==> src/rtl/producer_mc.sv <==
// producer_mc: multi-channel write-side producer feeding one FIFO write port.
// Per-channel circular buffers drained round-robin, all in the write-clock domain.
module producer_mc #(
    parameter  int DATA_WIDTH = 32,
    parameter  int NUM_CH     = 4,
    parameter  int CH_DEPTH   = 4,
    localparam int CW         = $clog2(NUM_CH)
) (
    input  logic                         w_clk,
    input  logic                         wrst,
    input  logic [NUM_CH-1:0]            wr_req,
    input  logic [NUM_CH*DATA_WIDTH-1:0] data_in,
    output logic [NUM_CH-1:0]            ch_full,
    output logic [NUM_CH-1:0]            ch_ovf,
    input  logic                         ovf_clr,
    input  logic                         f_full,
    output logic [DATA_WIDTH-1:0]        d_out,
    output logic                         w_en,
    output logic [CW-1:0]                ch_id
);
    localparam int PW = $clog2(CH_DEPTH);
    localparam int NW = $clog2(CH_DEPTH + 1);
    localparam logic [NW-1:0] DEPTH_N  = NW'(CH_DEPTH);
    localparam logic [CW-1:0] LAST_RST = CW'(NUM_CH - 1);

    logic [DATA_WIDTH-1:0] mem [NUM_CH][CH_DEPTH];
    logic [PW-1:0]         wr_ptr [NUM_CH];
    logic [PW-1:0]         rd_ptr [NUM_CH];
    logic [NW-1:0]         count [NUM_CH];
    logic [CW-1:0]         last;
    logic [CW-1:0]         sel;
    logic                  any_ne;
    logic [NUM_CH-1:0]     non_empty;
    logic [NUM_CH-1:0]     push;
    logic [NUM_CH-1:0]     pop;
    logic [NUM_CH-1:0]     ovf_set;

    // Search starts one past the last grant, so every busy channel gets a turn.
    always_comb begin : arb
        logic [CW-1:0] cand;
        sel    = '0;
        any_ne = 1'b0;
        cand   = '0;
        for (int k = 1; k <= NUM_CH; k++) begin
            cand = CW'((int'(last) + k) % NUM_CH);
            if (!any_ne && non_empty[cand]) begin
                any_ne = 1'b1;
                sel    = cand;
            end
        end
    end

    assign w_en  = any_ne & ~f_full;
    assign d_out = w_en ? mem[sel][rd_ptr[sel]] : '0;
    assign ch_id = w_en ? sel : '0;

    for (genvar i = 0; i < NUM_CH; i++) begin : g_ch
        assign non_empty[i] = (count[i] != '0);
        assign ch_full[i]   = (count[i] == DEPTH_N);
        assign push[i]      = wr_req[i] & ~ch_full[i];
        assign ovf_set[i]   = wr_req[i] & ch_full[i];
        assign pop[i]       = w_en & (sel == CW'(i));

        always_ff @(posedge w_clk) begin
            if (push[i]) begin
                mem[i][wr_ptr[i]] <= data_in[i*DATA_WIDTH +: DATA_WIDTH];
            end
        end

        // Full is judged on the registered count, so a pop frees space next cycle.
        always_ff @(posedge w_clk or posedge wrst) begin
            if (wrst) begin
                wr_ptr[i] <= '0;
                rd_ptr[i] <= '0;
                count[i]  <= '0;
            end else begin
                if (push[i]) begin
                    wr_ptr[i] <= wr_ptr[i] + 1'b1;
                end
                if (pop[i]) begin
                    rd_ptr[i] <= rd_ptr[i] + 1'b1;
                end
                count[i] <= count[i] + NW'(push[i]) - NW'(pop[i]);
            end
        end
    end

    // A new overflow beats a simultaneous clear.
    always_ff @(posedge w_clk or posedge wrst) begin
        if (wrst) begin
            last   <= LAST_RST;
            ch_ovf <= '0;
        end else begin
            ch_ovf <= (ovf_clr ? '0 : ch_ovf) | ovf_set;
            if (w_en) begin
                last <= sel;
            end
        end
    end

endmodule

==> config.mk <==
export PLATFORM = sky130hd
export DESIGN_NAME = producer_mc
export DESIGN_NICKNAME = d
export VERILOG_FILES = /design/src/rtl/producer_mc.sv
export SDC_FILE = /design/constraint.sdc
export NUM_CORES = 1
export LEC_CHECK = 0
export CORE_ASPECT_RATIO = 1.75
export CORE_MARGIN = 4
export CORE_UTILIZATION = 43
export CTS_BUF_LIST = sky130_fd_sc_hd__clkbuf_8
export CTS_CLUSTER_SIZE = 20
export DETAILED_ROUTE_END_ITERATION = 6
export GPL_TIMING_DRIVEN = 0
export SLEW_MARGIN = 20
export SYNTH_ARGS = -nofsm -noshare
export SYNTH_HDL_FRONTEND = slang
export SYNTH_SLANG_ARGS = --single-unit
==> constraint.sdc <==
create_clock -name w_clk -period 3 [get_ports w_clk]
set_clock_uncertainty 0.05 [all_clocks]
set_input_delay 0.6 -clock w_clk [delete_from_list [all_inputs] [get_ports w_clk]]
set_output_delay 0.6 -clock w_clk [all_outputs]
set_load 0.005 [all_outputs]
==> results of run 1 <==
-- worst register-to-register path: cells and delay by family (launching register included) --
kind / cells / cell delay, ns
DFF: 1 / 0.40
buffers and inverters: 8 / 0.84
AOI/OAI and AO/OA: 1 / 0.16
and+or+nand+nor: 4 / 0.76
adders and majority gates: 3 / 0.71
xor gates and xnor gates: 2 / 0.27
-- layer usage --
metal  wire [um]  share of wire (%)
met1       26100                 35
met2       38500                 52
met3        6280                8.4
met4        3610                4.8
met5          33              0.044
-- per-stage QoR --
step                instances  worst slack (ns)  hold WS, ns  area, um^2
finish                   2594             -1.06        0.350       28300
global route             2593             -1.14        0.401       28300
CTS                      2588             -1.16        0.355       28000
floorplan                1537           -0.0134        0.395       22000
global placement         2381             -1.55        0.413       24600
detailed placement       2387             -1.53        0.412       24800
-- what timing repair did --
action | in CTS | in global routing
gates resized for setup | 439 | 95
pin swaps | 44 | 27
cloned | 5 | 2
buffers inserted | 53 | 10
endpoints found under the setup margin | 48 | 43
-- layout by cell type, fill, tap and decap left out, types with 5 or more instances in the layout --
cell type / netlist / routed
o21ai_0: 5 / 5
clkdlybuf4s50_1: 0 / 144
mux2i_4: 0 / 14
and2_4: 0 / 11
mux2i_1: 67 / 44
xnor2_1: 16 / 13
nand2_1: 270 / 266
edfxtp_1: 512 / 512
a22oi_1: 128 / 94
inv_1: 30 / 43
clkbuf_8: 0 / 91
a21oi_2: 0 / 9
bufinv_16: 0 / 7
dfrtp_1: 32 / 28
buf_6: 0 / 56
o22ai_1: 32 / 16
clkinv_2: 0 / 10
buf_4: 1 / 56
buf_8: 3 / 10
a21oi_1: 258 / 247
ha_1: 24 / 21
and2_2: 0 / 5
a22oi_2: 0 / 34
mux2i_2: 0 / 9
buf_16: 0 / 5
clkinv_1: 0 / 20
buf_2: 64 / 32
o22ai_2: 0 / 14
buf_12: 4 / 24
clkinvlp_4: 0 / 6
-- flip-flops by register name, indices dropped and copies added, names as in the netlist --
signal  count
mem       512
wr_ptr      8
ch_ovf      4
rd_ptr      8
count      12
last        2
-- area by class of cell --
type                       instances  area, um^2
fill                            4018       22300
clock inverter                    62         453
sequential                       546       16200
timing repair buffer             247        2470
clock buffer                      82        1130
antenna                            2        5.00
buffer                           100        1190
tap                              666         833
inverter                          30         119
multi-input combinational        859        5870
-- kinds of logic (layout without fill, tap and decap cells) --
kind of cell             count (synthesis)  count (layout)  synth area share [%]
buffers and inverters                  132             521                  3.08
XOR/XNOR                                20              20                 0.796
flip-flops                             546             546                  73.8
multiplexers                            67              67                  3.05
AND/OR/NAND/NOR                        307             307                  5.69
AO/OA/AOI/OAI                          437             437                  11.9
adder cells (fa/ha/maj)                 28              28                  1.73
other                                    0               2                     0
-- path summary, 6_finish.rpt --
path,cells after the start,slack [ns],to
setup / recovery,12,-1.06,d_out[25]
max in group asynchronous,2,1.99,count[4]
min in group w_clk,1,0.43,rd_ptr[5]
setup reg to reg,18,-0.30,count[5]
hold / removal,2,0.35,wr_ptr[1]
hold reg to reg,1,0.43,rd_ptr[5]
==> results.sh, run 1 <==
export IMPL_final_antenna_net_count=0
export IMPL_post_cts_hold_buffer_count=0
export IMPL_globalRouteOverflowTotal=0
export IMPL_post_route_worst_setup_slack_ns=-1.06
export IMPL_layout_area_overhead_vs_synth_pct=28.7
export IMPL_hold_path_class="in -> async"
export IMPL_use_met1_pct=31.7
export IMPL_first_global_vias=15900
export IMPL_outcome="finished with violations"
export IMPL_timing_final_crit_share_pct=135
export IMPL_synth_ff_latch_count=546
export IMPL_timing_max_transition_violations_final=0
export IMPL_finalCriticalPeriod_ns=4.06
export IMPL_cts_tree="done"
export IMPL_design_core_area_mm2=0.0506
export IMPL_netlist_top_cells_area="edfxtp_1, a21oi_1, nand2_1, a22oi_1, dfrtp_1"
export IMPL_synth_edf_count=512
export IMPL_dieWidth_um=179
export IMPL_design_die_area_mm2=0.0550
export IMPL_synth_async_sr_flop_share_pct=6.23
export IMPL_clock_input_transition_at_the_sequential_cells_of_the_worst_setup_and_hold_paths_ns=0.06
export IMPL_worstSkewPairLatency_ns=0.64
export IMPL_gp_congestion=0.867
export IMPL_first_pass_iters=7
export IMPL_worst_path_required_ns=2.35
export IMPL_fin_tns_setup_ns=-34.21
export IMPL_cts_sinks=546
export IMPL_critical_path_startpoint="count[4]"
export IMPL_post_synth_top_count_cell="edfxtp_1"
export IMPL_cts_buffers=78
export IMPL_detailed_place_hpwl_um=46200
export IMPL_layout_core_utilization_pct=55.9
export IMPL_grt_met3_usage_pct=4.62
export IMPL_rows=109
export IMPL_timing_critical_path_cells="or3_4 -> o221a_4 -> o21a_1 -> buf_6 -> a21oi_4 -> a22o_4 -> buf_12 -> buf_16 -> buf_8 -> mux2i_2 -> o22ai_2 -> buf_2"
export IMPL_worstPathArrival_ns=3.41
export IMPL_setup_worst_path_end_class="output port"
export IMPL_grt_start_max_net_pins=35
export IMPL_worst_pin_slew_ns=0.755
export IMPL_critical_path_slowest_cell="or3_4"
export IMPL_drv_cap=0
export IMPL_detailedRoute_firstIterationViolations=1718
export IMPL_drc=1
export IMPL_delay_heaviest_family_cp="compound AO/OA/AOI/OAI gates"
export IMPL_routed_via_count=15300
export IMPL_yosysTopAreaCell="edfxtp_1"
export IMPL_synthDominantCellAreaShare_pct=69.9
export IMPL_report_final_hold_viol_count=0
export IMPL_critical_path_n_buffers_inverters=5
export IMPL_drive_above_1_share_pct=23.1
export IMPL_grt_pass1_wl_um=104000
export IMPL_yosysSeqAreaShare_pct=73.8
export IMPL_wl_per_cell_um=28.7
export IMPL_grtUsageMet2_pct=46.2
export IMPL_violated_checks="DRC, setup timing"
export IMPL_post_synth_num_cell_types=42
export IMPL_slew_limit_headroom_pct=49.6
export IMPL_top_usage_layer="met2"
export IMPL_start_util_pct=43.5
export IMPL_crit_type="reg -> out"
export IMPL_grt_total_usage_pct=26.5
export IMPL_ctsLongestPathBuffers=3
export IMPL_worst_r2r_startpoint="count[4]"
export IMPL_number_of_vias_per_cell=5.88
export IMPL_syn_cell_area_mm2=0.0220
export IMPL_setup_violations=42
export IMPL_total_wirelength_um=74500
export IMPL_timing_fmax_ghz=0.246
export IMPL_postSynthCellCount=1537
export IMPL_synth_warning_count=0
export IMPL_nets=2026
export IMPL_cts_htree_levels=3
export IMPL_num_ports=179
export IMPL_ys_dominant_reg_cell="edfxtp_1"
export IMPL_max_stage_delay_ns=0.44
export IMPL_io_buffers=178
export IMPL_synthesis_nets=1701
export IMPL_die_h_um=307
export IMPL_worstSetupStartpointType="flop"
export IMPL_clockRootBuffer="clkbuf_8"
export IMPL_rsz0062_at_grt="yes"
export IMPL_syn_mean_instance_area_um2=14.3
export IMPL_synth_cells_most_frequent="edfxtp_1, nand2_1, a21oi_1"
export IMPL_critical_path_max_fanout=8
export IMPL_number_of_antenna_violations_at_the_first_check_in_global_routing=5
Power of run 1 is left out: the tool's default activity adds up to more than one toggle a clock period on the data nets, which glitch-free logic cannot reach.
==> run 2: changes to the inputs <==
- PLACE_DENSITY: not set -> 0.71
==> run 2 against run 1 <==
Net effect:
- the run ends with setup timing left
- via count is 4.3% higher
- first-iteration DRC count is 27% higher
- clock-buffer cell count is 4 lower
- fmax is 1.6% lower
- final area is 0.52% higher
- die area stayed put
- final cell count is 0.12% lower
- critical path depth stayed put
- sequential cell count stayed put
- worst hold slack better by 0.0013 ns
- critical endpoint is now d_out[20]
- highest routed layer unchanged
==> results.sh, run 2 (synthesized netlist as in run 1, its figures left out) <==
export IMPL_io_buffers=178
export IMPL_cp_common_cell="buf_12"
export IMPL_drv_cap=0
export IMPL_most_frequent_cells_in_the_layout="edfxtp_1, nand2_1, a21oi_1, clkdlybuf4s50_1, a22oi_1"
export IMPL_grt_pass1_wl_um=105000
export IMPL_timing_fmax_ghz=0.242
export IMPL_cts_htree_levels=3
export IMPL_critical_path_max_fanout=8
export IMPL_timing_max_transition_violations_final=0
export IMPL_detailedRoute_firstIterationViolations=2188
export IMPL_setup_violations=43
export IMPL_cts_buffers=76
export IMPL_rsz0062_at_grt="yes"
export IMPL_timing_critical_path_cells="or3_4 -> o221a_4 -> o21a_1 -> buf_6 -> a21oi_2 -> a22o_4 -> buf_12 -> buf_12 -> buf_12 -> mux2i_4 -> o22ai_2 -> buf_2"
export IMPL_ctsLongestPathBuffers=3
export IMPL_critical_path_slowest_cell="or3_4"
export IMPL_outcome="finished with violations"
export IMPL_total_wirelength_um=74600
export IMPL_crit_type="reg -> out"
export IMPL_design_die_area_mm2=0.0550
export IMPL_worst_pin_slew_ns=0.756
export IMPL_layout_commonest_cell="edfxtp_1"
export IMPL_num_ports=179
export IMPL_post_route_worst_setup_slack_ns=-1.12
export IMPL_post_cts_hold_buffer_count=0
export IMPL_first_global_vias=16600
export IMPL_start_util_pct=43.5
export IMPL_drive_above_1_share_pct=24.5
export IMPL_pre_cts_ws_ns=-1.48
export IMPL_worstPathArrival_ns=3.47
export IMPL_fin_worst_hold_slack_ns=0.351
export IMPL_finalCriticalPeriod_ns=4.12
export IMPL_routed_via_count=15900
export IMPL_grt_total_usage_pct=26.5
export IMPL_violated_checks="setup timing"
export IMPL_grt_start_max_net_pins=35
export IMPL_wl_per_cell_um=28.8
export IMPL_layout_area_overhead_vs_synth_pct=29.3
export IMPL_drc=0
export IMPL_rows=109
export IMPL_clock_input_transition_at_the_sequential_cells_of_the_worst_setup_and_hold_paths_ns=0.07
export IMPL_slew_limit_headroom_pct=49.6
export IMPL_timing_final_crit_share_pct=137
export IMPL_dieWidth_um=179
export IMPL_cts_sinks=546
export IMPL_number_of_vias_per_cell=6.14
export IMPL_cts_tree="done"
export IMPL_number_of_antenna_violations_at_the_first_check_in_global_routing=8
export IMPL_report_final_hold_viol_count=0
export IMPL_first_pass_iters=6
export IMPL_worstSkewPairLatency_ns=0.64
export IMPL_gp_congestion=0.891
export IMPL_largest_register_ff_count=512
export IMPL_max_stage_delay_ns=0.44
export IMPL_hold_path_class="in -> async"
export IMPL_critical_path_n_buffers_inverters=5
export IMPL_nets=2029
export IMPL_detailed_place_hpwl_um=45700
export IMPL_die_h_um=307
export IMPL_final_antenna_net_count=0
export IMPL_setup_worst_path_end_class="output port"
export IMPL_clockRootBuffer="clkbuf_8"
export IMPL_delay_heaviest_family_cp="compound AO/OA/AOI/OAI gates"
export IMPL_worst_path_required_ns=2.35
export IMPL_design_core_area_mm2=0.0506
export IMPL_globalRouteOverflowTotal=0
export IMPL_worstSetupStartpointType="flop"
run 2: cell types whose count changed in the layout (fill, tap and decap cells not counted), moves of 5 or more:
cell / change
mux2i_1: -16
o22ai_2: +5
o22ai_1: -9
mux2i_4: +13
clkbuf_8: -8
a22oi_2: -6
a22oi_1: +6
run 2: worst paths after layout:
kind                           start         to  slack, ns  depth (start not counted)
max                         count[3]  d_out[20]      -1.12                         12
min                             wrst   count[6]       0.35                          2
max reg2reg                 count[3]  count[11]      -0.51                         17
min reg2reg                rd_ptr[7]  rd_ptr[7]       0.44                          1
max in group asynchronous       wrst   count[4]       2.03                          2
min in group w_clk         rd_ptr[7]  rd_ptr[7]       0.44                          1
run 2: cell type report:
type | count | area [um^2]
diodes | 5 | 12.5
fillers | 3778 | 22200
flip-flops and latches | 546 | 16200
repair buffers | 253 | 2630
plain buffers | 99 | 1030
clock buffers | 78 | 1070
well taps | 666 | 833
clock inverters | 55 | 320
multi-input cells | 859 | 6200
inverters | 30 | 116
run 2: through the flow:
step	cell area [um^2]	util, %	TNS [ns]	cells
6_report	28400	56.2	-37.01	2591
5_1_grt	28400	56.2	-40.58	2587
4_1_cts	28100	55.5	-37.39	2583
3_5_place_dp	24900	49.2	-50.39	2391
3_3_place_gp	24600	48.7	-385.06	2381
2_1_floorplan	22000	-	-0.0219	1537
run 2: worst reg2reg max path, stage by stage, from the launching register on:
cell and delay (ns):
dfrtp_1 0.40, or3_4 0.44, o221a_4 0.33, o21ai_4 0.17, buf_12 0.15, buf_6 0.11
buf_6 0.10, buf_12 0.13, buf_8 0.13, buf_6 0.09, buf_6 0.09, nor3_4 0.04
ha_1 0.29, inv_1 0.07, ha_4 0.16, fa_2 0.37, xnor2_2 0.15, xnor2_1 0.13
run 2: timing repair:
action	4_1_cts	5_1_grt
pin swaps	47	33
setup buffers	58	12
gates cloned	3	0
endpoints found under the setup margin	47	44
gates resized for setup	458	96
run 2: metal layers:
metal	vias to the layer above	part of all wire (%)	global-route usage, %
met5	-	0.071	0
li1	6455	-	-
met3	335	12	6.41
met1	7790	32	30.7
met2	1330	49	44.1
met4	8	6.7	16.0
Power of run 2 is left out for the same reason.
==> run 3: changes to the inputs <==
- ABC_AREA: not set -> 1
==> run 3 against run 2 <==
Net effect:
- synthesized cell count is 54% higher
- utilization is 0.86 points higher
- fmax is 2.5% lower
- die area is 11% higher
- the flow finishes with violations (DRC, setup timing)
- first-iteration DRC count is 1.6% lower
- setup slack worse by 0.11 ns
- synthesized area is 12% higher
- global-route usage is 2.4 points higher
- final cell count is 35% higher
- sequential share of layout area is 6.7 points lower
==> results.sh, run 3 <==
export IMPL_worst_pin_slew_ns=1.07
export IMPL_cts_buffers=79
export IMPL_dieWidth_um=189
export IMPL_setup_violations=47
export IMPL_timing_max_transition_violations_final=0
export IMPL_final_antenna_net_count=0
export IMPL_layout_commonest_cell="nand2_1"
export IMPL_hold_path_class="in -> async"
export IMPL_cts_tree="done"
export IMPL_synthDominantCellAreaShare_pct=62.7
export IMPL_grt_total_usage_pct=28.9
export IMPL_placement_cell_area_mm2=0.0278
export IMPL_timing_fmax_ghz=0.236
export IMPL_num_ports=179
export IMPL_first_global_vias=19500
export IMPL_finalCriticalPeriod_ns=4.23
export IMPL_synth_edf_count=512
export IMPL_wl_met3_um=6920
export IMPL_detailed_place_hpwl_um=63400
export IMPL_die_h_um=324
export IMPL_netlist_top_cells_area="edfxtp_1, nand2_1, nand3_1, inv_1, nand3b_1"
export IMPL_cts_htree_levels=3
export IMPL_postSynthCellCount=2360
export IMPL_slew_limit_headroom_pct=27.9
export IMPL_most_frequent_cells_in_the_layout="nand2_1, edfxtp_1, inv_1, nand3_1, clkdlybuf4s50_1"
export IMPL_timing_final_crit_share_pct=141
export IMPL_number_of_antenna_violations_at_the_first_check_in_global_routing=4
export IMPL_worst_path_required_ns=2.35
export IMPL_routed_top_layer="met4"
export IMPL_wl_per_cell_um=25.8
export IMPL_io_buffers=178
export IMPL_drc=1
export IMPL_gp_congestion=1.03
export IMPL_num_fill_cells=4671
export IMPL_syn_mean_instance_area_um2=10.4
export IMPL_grt_pass1_wl_um=127000
export IMPL_post_route_cell_area_mm2=0.0322
export IMPL_clock_input_transition_at_the_sequential_cells_of_the_worst_setup_and_hold_paths_ns=0.07
export IMPL_critical_path_max_fanout=8
export IMPL_ctsLongestPathBuffers=3
export IMPL_yosysSeqAreaShare_pct=66.1
export IMPL_syn_cell_area_mm2=0.0245
export IMPL_worstSkewPairLatency_ns=0.64
export IMPL_drive_above_1_share_pct=24.0
export IMPL_design_die_area_mm2=0.0611
export IMPL_total_wirelength_um=90200
export IMPL_synth_async_sr_flop_share_pct=6.23
export IMPL_largest_register_ff_count=512
export IMPL_crit_type="reg -> out"
export IMPL_routed_via_count=19400
export IMPL_post_synth_top_count_cell="nand2_1"
export IMPL_first_pass_iters=7
export IMPL_synthesis_nets=2524
export IMPL_nets=2836
export IMPL_outcome="finished with violations"
export IMPL_ys_dominant_reg_cell="edfxtp_1"
export IMPL_setup_worst_path_end_class="output port"
export IMPL_detailedRoute_firstIterationViolations=2153
export IMPL_number_of_vias_per_cell=5.55
export IMPL_yosysTopAreaCell="edfxtp_1"
export IMPL_design_core_area_mm2=0.0564
export IMPL_drv_cap=0
export IMPL_layout_area_overhead_vs_synth_pct=31.2
export IMPL_post_synth_num_cell_types=29
export IMPL_grt_start_max_net_pins=35
export IMPL_report_final_hold_viol_count=0
export IMPL_post_route_worst_setup_slack_ns=-1.23
export IMPL_start_util_pct=43.5
export IMPL_wirelength_met1_um=29200
export IMPL_rsz0062_at_grt="yes"
export IMPL_clockRootBuffer="clkbuf_8"
export IMPL_globalRouteOverflowTotal=0
export IMPL_cts_sinks=546
export IMPL_worstPathArrival_ns=3.58
export IMPL_synth_ff_latch_count=546
export IMPL_rows=115
export IMPL_synth_cells_most_frequent="nand2_1, edfxtp_1, nand3_1"
export IMPL_wl_met2_um=44800
export IMPL_violated_checks="DRC, setup timing"
export IMPL_post_cts_hold_buffer_count=0
export IMPL_synth_warning_count=0
export IMPL_worstSetupStartpointType="flop"
-- run 3: changes by cell type in the layout (fill, tap and decap cells not counted), moves of 126 or more --
| cell | change |
|---|---|
| a21oi_1 | -245 |
| inv_1 | +292 |
| nand2_1 | +323 |
| nand3_1 | +217 |
| nand3_2 | +126 |
| nand3b_1 | +128 |
-- run 3: area by class of cell --
cell class | count | area (um^2) | area share, %
Sequential cell | 546 | 16200 | 50.4
Multi-Input combinational cell | 1366 | 8320 | 25.8
Timing Repair Buffer | 234 | 2670 | 8.28
Buffer | 124 | 1350 | 4.19
Inverter | 321 | 1220 | 3.79
Clock buffer | 85 | 1170 | 3.63
Tap cell | 760 | 951 | 2.95
Clock inverter | 57 | 280 | 0.870
Antenna cell | 4 | 10.0 | 0.0311
-- run 3: cells by family (layout without fill, tap and decap cells) --
kind of cell	count (synthesis)	count (layout)	synth area share, %
xor+xnor	13	13	0.464
simple gates	1306	1306	24.0
other cells	0	4	0
fa+ha+maj	28	28	1.55
flops	546	546	66.1
compound gates	19	19	0.418
buf+inv	448	821	7.41
-- run 3: layer usage --
layer  vias up  global-route usage (%)
met5         -                       0
met4         0                    24.2
met3       327                    4.10
met2      1245                    49.6
met1      9401                    31.5
li1       8431                       -
-- run 3: worst paths after layout --
path / from / to / slack, ns / cells after the start
max in group asynchronous: wrst / count[0] / 2.00 / 2
min reg2reg: rd_ptr[5] / rd_ptr[5] / 0.43 / 1
min in group w_clk: rd_ptr[5] / rd_ptr[5] / 0.43 / 1
max: last[0] / d_out[19] / -1.23 / 21
min: wrst / wr_ptr[5] / 0.36 / 2
max reg2reg: last[0] / count[4] / -0.65 / 22
-- run 3: critical path, stage by stage (launching register included) --
cell and delay [ns]:
dfstp_2 0.64, inv_4 0.10, nand2_2 0.08, nand2_2 0.06, nand3_1 0.13, nand2_2 0.11
inv_2 0.09, nand3_2 0.08, nand2_4 0.15, nand2_8 0.09, buf_12 0.18, buf_16 0.16
buf_12 0.14, buf_12 0.15, nand2_4 0.06, nand3_4 0.10, nand2_1 0.08, nand2_1 0.04
nand3_1 0.08, nand2_2 0.07, nor2_4 0.18, buf_2 0.14
-- run 3: per-stage QoR --
step / std cells / utilization (%) / setup slack [ns] / setup TNS (ns) / hold slack (ns)
global placement: 3298 / 48.4 / -1.75 / -748.99 / 0.405
CTS: 3493 / 56.8 / -1.13 / -39.85 / 0.367
finish: 3497 / 57.1 / -1.23 / -44.02 / 0.360
floorplan: 2360 / - / 0.00504 / 0 / 0.392
global route: 3496 / 57.1 / -1.36 / -50.28 / 0.442
detailed placement: 3314 / 49.3 / -1.86 / -58.84 / 0.408
-- run 3: repair_timing --
item                                    in CTS  in global routing
buffers inserted                            25                  2
gates resized for setup                    757                 47
pin swaps                                  112                 21
gates cloned                                13                  0
endpoints found under the setup margin      48                 48
Power of run 3 is left out for the same reason.
